### src/rtl/uart_multi_pkg.sv
// Shared definitions for the multi-channel UART register wrapper.
//   - state_t      : register transaction sequencer states
//   - GLB_BLK      : block select value of the global register block
//   - OFF_*        : register offsets inside the global block
//   - VERSION      : wrapper version reported through INFO
//   - info_word()  : composes the read-only INFO register value
package uart_multi_pkg;

    typedef enum logic [1:0] {
        IDLE   = 2'd0,
        ACCESS = 2'd1,
        RESP   = 2'd2,
        TURN   = 2'd3
    } state_t;

    localparam logic [2:0] GLB_BLK      = 3'd7;

    localparam logic [3:0] OFF_IRQ_STAT = 4'd0;
    localparam logic [3:0] OFF_IRQ_MASK = 4'd1;
    localparam logic [3:0] OFF_UART_RST = 4'd2;
    localparam logic [3:0] OFF_INFO     = 4'd3;

    localparam logic [7:0] VERSION      = 8'h01;

    function automatic logic [31:0] info_word(input int num_uart);
        return {16'h0, VERSION, 4'h0, 4'(num_uart)};
    endfunction

endpackage

### src/rtl/uart_core.sv
// Minimal 8N1 UART channel with a small register interface.
// Register map (off):
//   0 SCRATCH  read/write
//   1 TXDATA   write starts a frame when the transmitter is idle
//   2 STATUS   {6'b0, rx_valid, tx_busy}
//   3 RXDATA   last received byte; reading clears rx_valid
// A request is acknowledged with a one-cycle ack the cycle after cs rises.
// Ports:
//   app_clk        : clock
//   arst_n         : channel reset, active low, sampled on app_clk
//   cs/wr/off      : request, direction, register offset
//   wdata/be       : write byte and its byte enable
//   ack/rdata      : response strobe and read byte (0 for writes)
//   rxd/txd        : serial lines
module uart_core
    import uart_multi_pkg::*;
#(
    parameter int CLK_DIV = 16
) (
    input  logic       app_clk,
    input  logic       arst_n,
    input  logic       cs,
    input  logic       wr,
    input  logic [3:0] off,
    input  logic [7:0] wdata,
    input  logic       be,
    output logic       ack,
    output logic [7:0] rdata,
    input  logic       rxd,
    output logic       txd
);

    localparam int DW = $clog2(CLK_DIV);
    localparam logic [DW-1:0] DIV_LAST  = DW'(CLK_DIV - 1);
    localparam logic [DW-1:0] DIV_HALF  = DW'(CLK_DIV / 2 - 1);

    logic          ack_reg;
    logic [7:0]    rdata_reg;
    logic [7:0]    scratch_reg;
    logic [9:0]    tx_shift_reg;
    logic [3:0]    tx_bits_reg;
    logic [DW-1:0] tx_div_reg;
    logic [1:0]    rx_sync_reg;
    logic          rx_busy_reg;
    logic [3:0]    rx_bits_reg;
    logic [DW-1:0] rx_div_reg;
    logic [7:0]    rx_shift_reg;
    logic [7:0]    rx_data_reg;
    logic          rx_valid_reg;

    logic access;
    logic tx_busy;
    logic rx_in;

    // Holding cs across the ack cycle must not execute the access twice.
    assign access  = cs & ~ack_reg;
    assign tx_busy = (tx_bits_reg != 4'd0);
    assign rx_in   = rx_sync_reg[1];

    always_ff @(posedge app_clk) begin
        if (!arst_n) begin
            ack_reg      <= 1'b0;
            rdata_reg    <= '0;
            scratch_reg  <= '0;
            tx_shift_reg <= '1;
            tx_bits_reg  <= '0;
            tx_div_reg   <= '0;
            rx_sync_reg  <= '1;
            rx_busy_reg  <= 1'b0;
            rx_bits_reg  <= '0;
            rx_div_reg   <= '0;
            rx_shift_reg <= '0;
            rx_data_reg  <= '0;
            rx_valid_reg <= 1'b0;
        end else begin
            ack_reg     <= access;
            rx_sync_reg <= {rx_sync_reg[0], rxd};

            // Transmitter: shift one bit per CLK_DIV cycles, idle level is 1.
            if (tx_busy) begin
                if (tx_div_reg == DIV_LAST) begin
                    tx_div_reg   <= '0;
                    tx_shift_reg <= {1'b1, tx_shift_reg[9:1]};
                    tx_bits_reg  <= tx_bits_reg - 4'd1;
                end else begin
                    tx_div_reg <= tx_div_reg + DW'(1);
                end
            end

            if (access) begin
                if (wr) begin
                    rdata_reg <= '0;
                end else begin
                    case (off)
                        4'd0:    rdata_reg <= scratch_reg;
                        4'd2:    rdata_reg <= {6'b0, rx_valid_reg, tx_busy};
                        4'd3:    rdata_reg <= rx_data_reg;
                        default: rdata_reg <= '0;
                    endcase
                    if (off == 4'd3) begin
                        rx_valid_reg <= 1'b0;
                    end
                end
                if (wr && be) begin
                    if (off == 4'd0) begin
                        scratch_reg <= wdata;
                    end
                    if (off == 4'd1 && !tx_busy) begin
                        tx_shift_reg <= {1'b1, wdata, 1'b0};
                        tx_bits_reg  <= 4'd10;
                        tx_div_reg   <= '0;
                    end
                end
            end

            // Receiver: start bit verified mid-bit, then 8 data bits and stop.
            if (!rx_busy_reg) begin
                if (!rx_in) begin
                    rx_busy_reg <= 1'b1;
                    rx_div_reg  <= '0;
                    rx_bits_reg <= '0;
                end
            end else if (rx_div_reg == ((rx_bits_reg == 4'd0) ? DIV_HALF : DIV_LAST)) begin
                rx_div_reg <= '0;
                if (rx_bits_reg == 4'd0) begin
                    if (rx_in) begin
                        rx_busy_reg <= 1'b0;
                    end else begin
                        rx_bits_reg <= 4'd1;
                    end
                end else if (rx_bits_reg == 4'd9) begin
                    rx_busy_reg <= 1'b0;
                    if (rx_in) begin
                        rx_data_reg  <= rx_shift_reg;
                        rx_valid_reg <= 1'b1;
                    end
                end else begin
                    rx_shift_reg <= {rx_in, rx_shift_reg[7:1]};
                    rx_bits_reg  <= rx_bits_reg + 4'd1;
                end
            end else begin
                rx_div_reg <= rx_div_reg + DW'(1);
            end
        end
    end

    assign ack   = ack_reg;
    assign rdata = rdata_reg;
    assign txd   = tx_shift_reg[0];

endmodule

### src/rtl/uart_rx_act_det.sv
// RX activity detector for one UART line.
// Two-flop synchroniser on the asynchronous serial input followed by a
// 1->0 edge detector; fall is a single-cycle pulse per start-bit edge.
// Ports:
//   app_clk : clock
//   reset   : synchronous active-high reset (line assumed idle high)
//   rxd     : asynchronous serial input
//   fall    : one-cycle pulse on a synchronised falling edge
module uart_rx_act_det
    import uart_multi_pkg::*;
(
    input  logic app_clk,
    input  logic reset,
    input  logic rxd,
    output logic fall
);

    logic sync1_reg;
    logic sync2_reg;
    logic prev_reg;

    always_ff @(posedge app_clk) begin
        if (reset) begin
            sync1_reg <= 1'b1;
            sync2_reg <= 1'b1;
            prev_reg  <= 1'b1;
        end else begin
            sync1_reg <= rxd;
            sync2_reg <= sync1_reg;
            prev_reg  <= sync2_reg;
        end
    end

    assign fall = prev_reg & ~sync2_reg;

endmodule

### src/rtl/uart_multi_wrapper.sv
// N-channel UART aggregator on the register bus.
// A sequencer (IDLE -> ACCESS -> RESP -> TURN) latches each request, routes
// it to one uart_core channel or the global block, and returns a one-cycle
// reg_ack with reg_err set on decode error or channel ack timeout.
// Global block (sel = 7): IRQ_STAT (W1C), IRQ_MASK, UART_RST (per-channel
// soft reset, all set after reset), INFO (read-only).
// Ports:
//   app_clk, reset                      : clock, synchronous active-high reset
//   reg_cs/reg_wr/reg_addr/reg_wdata/reg_be : register request
//   reg_rdata/reg_ack/reg_err           : register response
//   uart_rxd/uart_txd                   : per-channel serial lines
//   uart_irq                            : registered OR of IRQ_STAT & IRQ_MASK
module uart_multi_wrapper
    import uart_multi_pkg::*;
#(
    parameter int NUM_UART = 4,
    parameter int ACK_TMO  = 32
) (
    input  logic                app_clk,
    input  logic                reset,
    input  logic                reg_cs,
    input  logic                reg_wr,
    input  logic [10:0]         reg_addr,
    input  logic [31:0]         reg_wdata,
    input  logic [3:0]          reg_be,
    output logic [31:0]         reg_rdata,
    output logic                reg_ack,
    output logic                reg_err,
    input  logic [NUM_UART-1:0] uart_rxd,
    output logic [NUM_UART-1:0] uart_txd,
    output logic                uart_irq
);

    localparam logic [3:0] NUM_U4   = 4'(NUM_UART);
    localparam logic [7:0] TMO_LAST = 8'(ACK_TMO - 1);

    state_t state_reg, state_next;

    logic [2:0]          sel_reg;
    logic [3:0]          off_reg;
    logic                wr_reg;
    logic [7:0]          wdata_reg;
    logic                be_reg;
    logic [7:0]          tmo_cnt_reg;
    logic [31:0]         rdata_reg;
    logic                err_reg;
    logic [NUM_UART-1:0] irq_stat_reg;
    logic [NUM_UART-1:0] irq_mask_reg;
    logic [NUM_UART-1:0] uart_rst_reg;
    logic                irq_reg;
    logic [NUM_UART-1:0] ch_rst_n_reg;

    logic [NUM_UART-1:0] ch_cs;
    logic [NUM_UART-1:0] ch_ack;
    logic [7:0]          ch_rdata [NUM_UART];
    logic [NUM_UART-1:0] rx_fall;
    logic                ch_ack_any;
    logic [7:0]          ch_rdata_sel;
    logic                addr_valid;
    logic                cap_en;
    logic [31:0]         rdata_next;
    logic                err_next;
    logic                glb_exec;
    logic                glb_wr;
    logic [31:0]         glb_rdata;
    logic [NUM_UART-1:0] w1c_bits;
    logic                unused_inputs;

    assign unused_inputs = ^{reg_addr[10:9], reg_addr[1:0], reg_wdata[31:8], reg_be[3:1]};

    assign addr_valid = ({1'b0, reg_addr[8:6]} < NUM_U4) || (reg_addr[8:6] == GLB_BLK);

    // Channel selects come from the latched block select only.
    always_comb begin
        ch_cs = '0;
        if (state_reg == ACCESS && sel_reg != GLB_BLK) begin
            for (int i = 0; i < NUM_UART; i++) begin
                ch_cs[i] = (sel_reg == 3'(i));
            end
        end
    end

    always_comb begin
        ch_rdata_sel = '0;
        for (int i = 0; i < NUM_UART; i++) begin
            if (ch_cs[i]) begin
                ch_rdata_sel = ch_rdata_sel | ch_rdata[i];
            end
        end
    end

    assign ch_ack_any = |(ch_ack & ch_cs);

    always_comb begin
        glb_rdata = '0;
        case (off_reg)
            OFF_IRQ_STAT: glb_rdata = 32'(irq_stat_reg);
            OFF_IRQ_MASK: glb_rdata = 32'(irq_mask_reg);
            OFF_UART_RST: glb_rdata = 32'(uart_rst_reg);
            OFF_INFO:     glb_rdata = info_word(NUM_UART);
            default:      glb_rdata = '0;
        endcase
    end

    always_comb begin
        state_next = state_reg;
        cap_en     = 1'b0;
        rdata_next = '0;
        err_next   = 1'b0;
        glb_exec   = 1'b0;
        case (state_reg)
            IDLE: begin
                if (reg_cs) begin
                    if (addr_valid) begin
                        state_next = ACCESS;
                    end else begin
                        state_next = RESP;
                        cap_en     = 1'b1;
                        err_next   = 1'b1;
                    end
                end
            end
            ACCESS: begin
                if (sel_reg == GLB_BLK) begin
                    glb_exec   = 1'b1;
                    cap_en     = 1'b1;
                    rdata_next = wr_reg ? 32'h0 : glb_rdata;
                    state_next = RESP;
                end else if (ch_ack_any) begin
                    cap_en     = 1'b1;
                    rdata_next = {24'h0, ch_rdata_sel};
                    state_next = RESP;
                end else if (tmo_cnt_reg == TMO_LAST) begin
                    cap_en     = 1'b1;
                    err_next   = 1'b1;
                    state_next = RESP;
                end
            end
            RESP:    state_next = TURN;
            TURN:    state_next = IDLE;
            default: state_next = IDLE;
        endcase
    end

    assign glb_wr   = glb_exec & wr_reg & be_reg;
    assign w1c_bits = (glb_wr && off_reg == OFF_IRQ_STAT) ? wdata_reg[NUM_UART-1:0] : '0;

    always_ff @(posedge app_clk) begin
        if (reset) begin
            state_reg <= IDLE;
        end else begin
            state_reg <= state_next;
        end
    end

    always_ff @(posedge app_clk) begin
        if (reset) begin
            sel_reg      <= '0;
            off_reg      <= '0;
            wr_reg       <= 1'b0;
            wdata_reg    <= '0;
            be_reg       <= 1'b0;
            tmo_cnt_reg  <= '0;
            rdata_reg    <= '0;
            err_reg      <= 1'b0;
            irq_stat_reg <= '0;
            irq_mask_reg <= '0;
            uart_rst_reg <= '1;
            irq_reg      <= 1'b0;
        end else begin
            if (state_reg == IDLE && reg_cs) begin
                sel_reg   <= reg_addr[8:6];
                off_reg   <= reg_addr[5:2];
                wr_reg    <= reg_wr;
                wdata_reg <= reg_wdata[7:0];
                be_reg    <= reg_be[0];
            end
            tmo_cnt_reg <= (state_reg == ACCESS) ? tmo_cnt_reg + 8'd1 : 8'd0;
            if (cap_en) begin
                rdata_reg <= rdata_next;
                err_reg   <= err_next;
            end
            // A new edge wins over a simultaneous write-1-to-clear.
            irq_stat_reg <= (irq_stat_reg & ~w1c_bits) | rx_fall;
            irq_reg      <= |(irq_stat_reg & irq_mask_reg);
            if (glb_wr && off_reg == OFF_IRQ_MASK) begin
                irq_mask_reg <= wdata_reg[NUM_UART-1:0];
            end
            if (glb_wr && off_reg == OFF_UART_RST) begin
                uart_rst_reg <= wdata_reg[NUM_UART-1:0];
            end
        end
    end

    // Registered channel reset keeps the reset net glitch-free.
    always_ff @(posedge app_clk) begin
        ch_rst_n_reg <= ~({NUM_UART{reset}} | uart_rst_reg);
    end

    generate
        for (genvar gi = 0; gi < NUM_UART; gi++) begin : g_ch
            uart_rx_act_det u_act (
                .app_clk (app_clk),
                .reset   (reset),
                .rxd     (uart_rxd[gi]),
                .fall    (rx_fall[gi])
            );

            uart_core u_core (
                .app_clk (app_clk),
                .arst_n  (ch_rst_n_reg[gi]),
                .cs      (ch_cs[gi]),
                .wr      (wr_reg),
                .off     (off_reg),
                .wdata   (wdata_reg),
                .be      (be_reg),
                .ack     (ch_ack[gi]),
                .rdata   (ch_rdata[gi]),
                .rxd     (uart_rxd[gi]),
                .txd     (uart_txd[gi])
            );
        end
    endgenerate

    assign reg_ack   = (state_reg == RESP);
    assign reg_err   = err_reg;
    assign reg_rdata = rdata_reg;
    assign uart_irq  = irq_reg;

endmodule

### config.mk
export PLATFORM = sky130hd
export DESIGN_NAME = uart_multi_wrapper
export DESIGN_NICKNAME = d
export VERILOG_FILES = /design/src/rtl/uart_multi_pkg.sv /design/src/rtl/uart_core.sv /design/src/rtl/uart_rx_act_det.sv /design/src/rtl/uart_multi_wrapper.sv
export SDC_FILE = /design/constraint.sdc
export NUM_CORES = 1
export LEC_CHECK = 0
export ABC_AREA = 1
export ABC_CLOCK_PERIOD_IN_PS = 2000
export BUFFER_PORTS_ARGS = -buffer_cell sky130_fd_sc_hd__clkbuf_2
export CAP_MARGIN = 10
export CORE_MARGIN = 1
export CORE_UTILIZATION = 55
export CTS_CLUSTER_DIAMETER = 60
export DETAILED_ROUTE_END_ITERATION = 16
export GPL_ROUTABILITY_DRIVEN = 0
export GPL_TIMING_DRIVEN = 0
export PLACE_DENSITY = 0.76
export REMOVE_ABC_BUFFERS = 1
export SYNTH_ARGS = -nofsm -noshare
export SYNTH_HDL_FRONTEND = slang
export SYNTH_HIERARCHICAL = 1
export SYNTH_SLANG_ARGS = --single-unit
### constraint.sdc
create_clock -name app_clk -period 2 [get_ports app_clk]
set_input_delay 0.5 -clock app_clk [delete_from_list [all_inputs] [get_ports app_clk]]
set_output_delay 0.5 -clock app_clk [all_outputs]
set_load 0.02 [all_outputs]
== After elaboration in Yosys (flattened, before gate mapping) ==
Index checks and enable logic that the tools add are counted.
Storage, ports and cells
  flip-flop bits (word level): 341
  input bits: 55
  output and inout port bits: 39
  logic and storage cells: 406
Operators by class
  $add $sub $neg: 17
  $lt $le $gt $ge: 1
  equality and inequality tests: 43
  mux-type cells: 184
  bitwise gates (word level): 37
  reductions and logical operators: 46
Operators by type and width (number)
  4-bit 2-to-1 mux: 78
  10-bit 2-to-1 mux: 20
  32-bit 2-to-1 mux: 3
  8-bit one-hot mux with 3 select lines: 4
  8-bit 2-to-1 mux: 9
  1-bit 2-to-1 mux: 61
  4-bit by 1-bit adder with 4-bit output (second input constant): 12
  9-bit one-hot mux with 4 select lines: 1
  4-bit == test (second input constant): 8
  4-bit AND reduction: 8
  2-bit inequality test (second input constant): 13
  8-bit OR: 3
  4-bit zero test: 5
  5-bit AND reduction: 4
  1-bit NOT: 17
  4-bit == test: 4
  4-bit nonzero test: 4
  4-bit by 1-bit subtractor with 4-bit output (second input constant): 4
  3-bit inequality test (second input constant): 5
  4-bit bitwise AND: 3
  3-bit AND reduction: 4
  1-bit bitwise AND: 10
  1-bit logical AND: 10
  2-bit 2-to-1 mux: 5
  22 further kinds: 33

== Longest topological paths before layout ==
  depth after elaboration: 13
  mapped depth: 14

== Cells and area by module ==
The synthesis kept the hierarchy.
Modules (own cells, without submodules)
  uart_core at g_ch[0].u_core ...: instances 3, cells an instance 376, area an instance 2849.0 µm², seq. area each 1261.2 µm²
  uart_core at g_ch[3].u_core: instances 1, cells an instance 376, area an instance 2844.0 µm², seq. area each 1261.2 µm²
  uart_multi_wrapper: instances 1, cells an instance 384, area an instance 2768.9 µm², seq. area each 1081.0 µm²
  uart_rx_act_det: instances 4, cells an instance 12, area an instance 93.8 µm², seq. area each 60.1 µm²

== Worst setup path before layout ==
Ideal clock, no wire load.
  path type: register to register
  start point: register state_reg[1]
  end point: register g_ch[0].u_core.rdata_reg[6]
  setup time: 67 ps
  data arrival time: 1992 ps
  required time: 1933 ps
  path slack: -59 ps
  stages on the path, launching flop included: 11
  clock period less this slack: 2059 ps
  path through: dfxtp_1 inv_1 ha_1 nand2_1 nor3_1 nand2_2 buf_6 or2_4 a21oi_4 nand2_1 a21oi_2
On the way
  word-level cells in the longest chain between the ends: 4
RTL lines
  start, declared: RTL line uart_multi_wrapper.sv:37  | state_t state_reg, state_next;
  start signal, assigned: RTL line uart_multi_wrapper.sv:152  | state_reg <= state_next;
  2-bit by 1-bit == test with 1-bit output: RTL line uart_multi_wrapper.sv:76  | if (state_reg == ACCESS && sel_reg != GLB_BLK) begin
  1-bit logical AND: RTL line uart_multi_wrapper.sv:76
  4-bit 2-to-1 mux: RTL line uart_multi_wrapper.sv:76
  via ch_cs[0]: RTL line uart_multi_wrapper.sv:53  | logic [NUM_UART-1:0] ch_cs;
  1-bit bitwise AND: RTL line uart_core.sv:56  | assign access = cs & ~ack_reg;
  end signal, assigned: RTL line uart_core.sv:95  | 4'd0: rdata_reg <= scratch_reg;
  end signal, assigned: RTL line uart_core.sv:96  | 4'd2: rdata_reg <= {6'b0, rx_valid_reg, tx_busy};
  end signal, assigned: RTL line uart_core.sv:97  | 4'd3: rdata_reg <= rx_data_reg;
  end, declared: RTL line uart_core.sv:38  | logic [7:0] rdata_reg;
The timed path passes the listed nets, and every way through them passes these cells.
A chain may end at the register's enable or synchronous reset.

== Final worst setup path ==
  start point: register ch_rst_n_reg[1]
  end point: register g_ch[1].u_core.rx_sync_reg[1]
RTL lines
  start, declared: RTL line uart_multi_wrapper.sv:51  | logic [NUM_UART-1:0] ch_rst_n_reg;
  start signal, assigned: RTL line uart_multi_wrapper.sv:197  | ch_rst_n_reg <= ~({NUM_UART{reset}} | uart_rst_reg);
  end signal, assigned: RTL line uart_core.sv:77  | rx_sync_reg <= {rx_sync_reg[0], rxd};
  end, declared: RTL line uart_core.sv:43  | logic [1:0] rx_sync_reg;
No word-level cell between the ends.

==> flow_summary_export.csv <==
group,metric,value,unit
synthesis,synthArstFlopShare,0,%
sta,setup_violations,2,
detailed_routing,wl_per_cell,14.3,um
run,maxCapViolCount,0,
synthesis,synth_area,0.0145,mm^2
worst_setup_path,crit_fanout,37,
power,power,13.5,mW
global_routing,grt_max_degree,39,
floorplanning,initial_core_util,55.9,%
layout,layout.cells.most_common,"nand2_1",
sta,fin_skew,0.00888,ns
synthesis,syn_area_per_cell,7.51,um^2
sta,final.setup.worst_slack,-0.0149,ns
synthesis,yosys-top-cells-area,"dfxtp_1 (44%), nand2_1 (9.2%), a21oi_1 (6.3%)",
cts,clk_pin_slew,0.06,ns
global_routing,grt_pass1_vias,11239,
worst_setup_path,crit_type,"flip-flop to flip-flop",
sta,finalMaxSlewViolations,0,
placement,portBuffers,39,
cts,clk_latency,0.56,ns
layout,nets,2064,
worst_setup_path,startpoint,"ch_rst_n_reg[1]",
synthesis,synth.distinct_cells,45,
layout,nFillCells,2244,
detailed_routing,drt-pass1-iter-count,5,
placement,place_ws,-0.721,ns
synthesis,yosysTopAreaCell,"dfxtp_1",
worst_setup_path,cp.arrival,2.46,ns
worst_setup_path,worst_setup_path_start_kind,"flip-flop",
detailed_routing,via_per_inst,5.41,
cts,numCtsBuffers,31,
cts,cts_sinks,318,
synthesis,synth_warnings,6,
worst_setup_path,r2r_slack,-0.01,ns
floorplanning,num_rows,59,
sta,fin_crit,2.01,ns
sta,setup_tns,-0.0292,ns
layout,syn2layout_area_growth,10.9,%
global_routing,grtUsageTotal,23.7,%
layout,layout_common_cells,"nand2_1 (348), dfxtp_1 (308), nor2_1 (236)",
detailed_routing,antenna_left,0,
floorplanning,io_pins,94,
sta,max_freq,496,MHz
worst_setup_path,r2r_end,"g_ch[1].u_core/rx_sync_reg[1]",
cts,cts-root-buf,"clkbuf_16",
run_status,violations,"negative setup slack",
cts,cts_buffer_depth,3,
worst_setup_path,crit_end,"g_ch[1].u_core/rx_sync_reg[1]",
sta,grt_setup_unrepaired,"yes",
cts,cts_tree,"built",
power,leakage,6.18,nW
floorplanning,core,0.0260,mm^2
cts,htreeDepth,1,
floorplanning,die_h,165,um
global_routing,gr-total-overflow,0,
global_routing,grt_pass1_wl,52600,um
synthesis,synthCells,1936,
synthesis,yosysTopAreaCellShare,43.8,%
global_routing,antenna_found_initial,0,
sta,slew_headroom,41.1,%
worst_setup_path,crit_path_end_kind,"flip-flop",
sta,finalHoldViolCount,0,
synthesis,ys.flop_type,"dfxtp_1",
run_status,outcome,"complete, but fails checks",
hold_path,hp-class,"input port to flip-flop",
floorplanning,dieArea,0.0271,mm^2
detailed_routing,drtIter0Drc,994,
layout,largest_reg_flops,40,
worst_setup_path,reg2reg_depth,2,
cts,hold_buffers,0,
layout,antenna_cells,0,
floorplanning,die_x,165,um
power,ir_drop,0.997,mV
layout,layout-drive-gt1-share,16.0,%
worst_setup_path,cp.required,2.45,ns
worst_setup_path,rr_startpoint,"ch_rst_n_reg[1]",
detailed_routing,num_vias,12637,
synthesis,yosysSeqAreaShare,43.8,%
power,cellPowerDensity,838,mW/mm^2
detailed_routing,drt_wl_total,33400,um
sta,tightest_slew,0.882,ns
synthesis,synth-seq-cells,318,
placement,dp_hpwl,21800,um
synthesis,synth-edff-count,0,
detailed_routing,drc,0,
sta,fin_crit_sh,101,%
[cells in the mapped netlist (2+ instances only)]
| cell type | count |
|---|---|
| buf_2 | 13 |
| or2_4 | 3 |
| a21boi_0 | 2 |
| a211oi_1 | 4 |
| ha_1 | 28 |
| nor3_1 | 51 |
| or2_2 | 10 |
| o21ai_2 | 3 |
| nand3_2 | 12 |
| buf_4 | 29 |
| nand2_1 | 356 |
| nor3b_1 | 2 |
| nand2_2 | 37 |
| nor2_1 | 239 |
| o21ai_1 | 35 |
| o211ai_1 | 12 |
| nand2_4 | 8 |
| o22ai_1 | 4 |
| inv_2 | 27 |
| o21a_1 | 4 |
| xor2_1 | 17 |
| inv_1 | 164 |
| a21oi_1 | 184 |
| nor2_4 | 17 |
| nor2_2 | 14 |
| nand4_1 | 34 |
| dfxtp_1 | 318 |
| o21ai_0 | 137 |
| a21oi_2 | 19 |
| nand3_1 | 77 |
| buf_6 | 18 |
| nand3b_1 | 7 |
| a31oi_1 | 4 |
| clkinv_1 | 7 |
| nor3_4 | 4 |
| a21oi_4 | 4 |
| clkbuf_1 | 24 |
[layout make-up]
type                            count  area [um^2]  share of cell area [%]
Tap cell                          335          419                    2.60
Multi-Input combinational cell   1362         7100                    44.0
Timing Repair inverter              1         7.51                  0.0466
Clock buffer                       44          915                    5.68
Clock inverter                     11          115                   0.714
Sequential cell                   318         6380                    39.6
Timing Repair Buffer               69          420                    2.61
Inverter                          198          758                    4.71
[power by group]
group | internal [mW] | switching [mW] | leakage, nW
Clock | 3.42 | 2.39 | 0.512
Sequential | 6.43 | 0.289 | 2.57
Combinational | 0.291 | 0.694 | 3.10
Total | 10.1 | 3.37 | 6.18
[critical path, cell delays in order, from the launching register on]
cell,delay [ns]
dfxtp_2,0.80
inv_1,0.62
or2_2,0.46
[kinds of logic (layout without fill, tap and decap cells)]
logic type | Yosys count | after routing | synth area share [%]
adder cells (fa/ha/maj) | 28 | 28 | 2.41
AND/OR/NAND/NOR | 876 | 880 | 28.0
AO/OA/AOI/OAI | 413 | 413 | 15.6
flip-flops | 318 | 318 | 43.8
buffers and inverters | 282 | 323 | 9.07
other | 1 | 23 | 0.0258
XOR/XNOR | 18 | 18 | 1.08
[metal layers]
metal | vias up | share of wire (%) | routed length (um) | track usage (%)
li1 | 6371 | - | - | -
met1 | 5861 | 44 | 14800 | 31.2
met2 | 341 | 47 | 15700 | 40.0
met3 | 64 | 5.8 | 1940 | 3.24
met4 | 0 | 2.7 | 906 | 7.42
met5 | - | 0 | 0 | 0
[per-stage QoR]
stage	hold WS [ns]	utilization, %	area [um^2]	cells
floorplan	0.380	-	14000	1874
global placement	0.385	56.4	14700	2248
detailed placement	0.390	56.4	14700	2248
CTS	0.138	61.2	15900	2319
global route	0.157	62.0	16100	2338
finish	0.155	62.0	16100	2338
[worst min path at each step]
stage                                 start                       endpoint  depth (start not counted)
finish                          uart_rxd[2]  g_ch[2].u_core/rx_sync_reg[0]                          2
floorplan           g_ch[0].u_act/sync1_reg        g_ch[0].u_act/sync2_reg                          2
global route                    uart_rxd[0]  g_ch[0].u_core/rx_sync_reg[0]                          2
CTS                             uart_rxd[2]  g_ch[2].u_core/rx_sync_reg[0]                          2
detailed placement  g_ch[3].u_act/sync1_reg        g_ch[3].u_act/sync2_reg                          2
global placement    g_ch[3].u_act/sync1_reg        g_ch[3].u_act/sync2_reg                          2
[repair_timing]
item                                    4_1_cts  5_1_grt
buffers inserted                             14       16
gates resized for setup                      32       21
endpoints found under the setup margin      178       96
gates cloned                                  2        3
pin swaps                                    10        6
No activity file was read; power rests on OpenSTA's default activity.
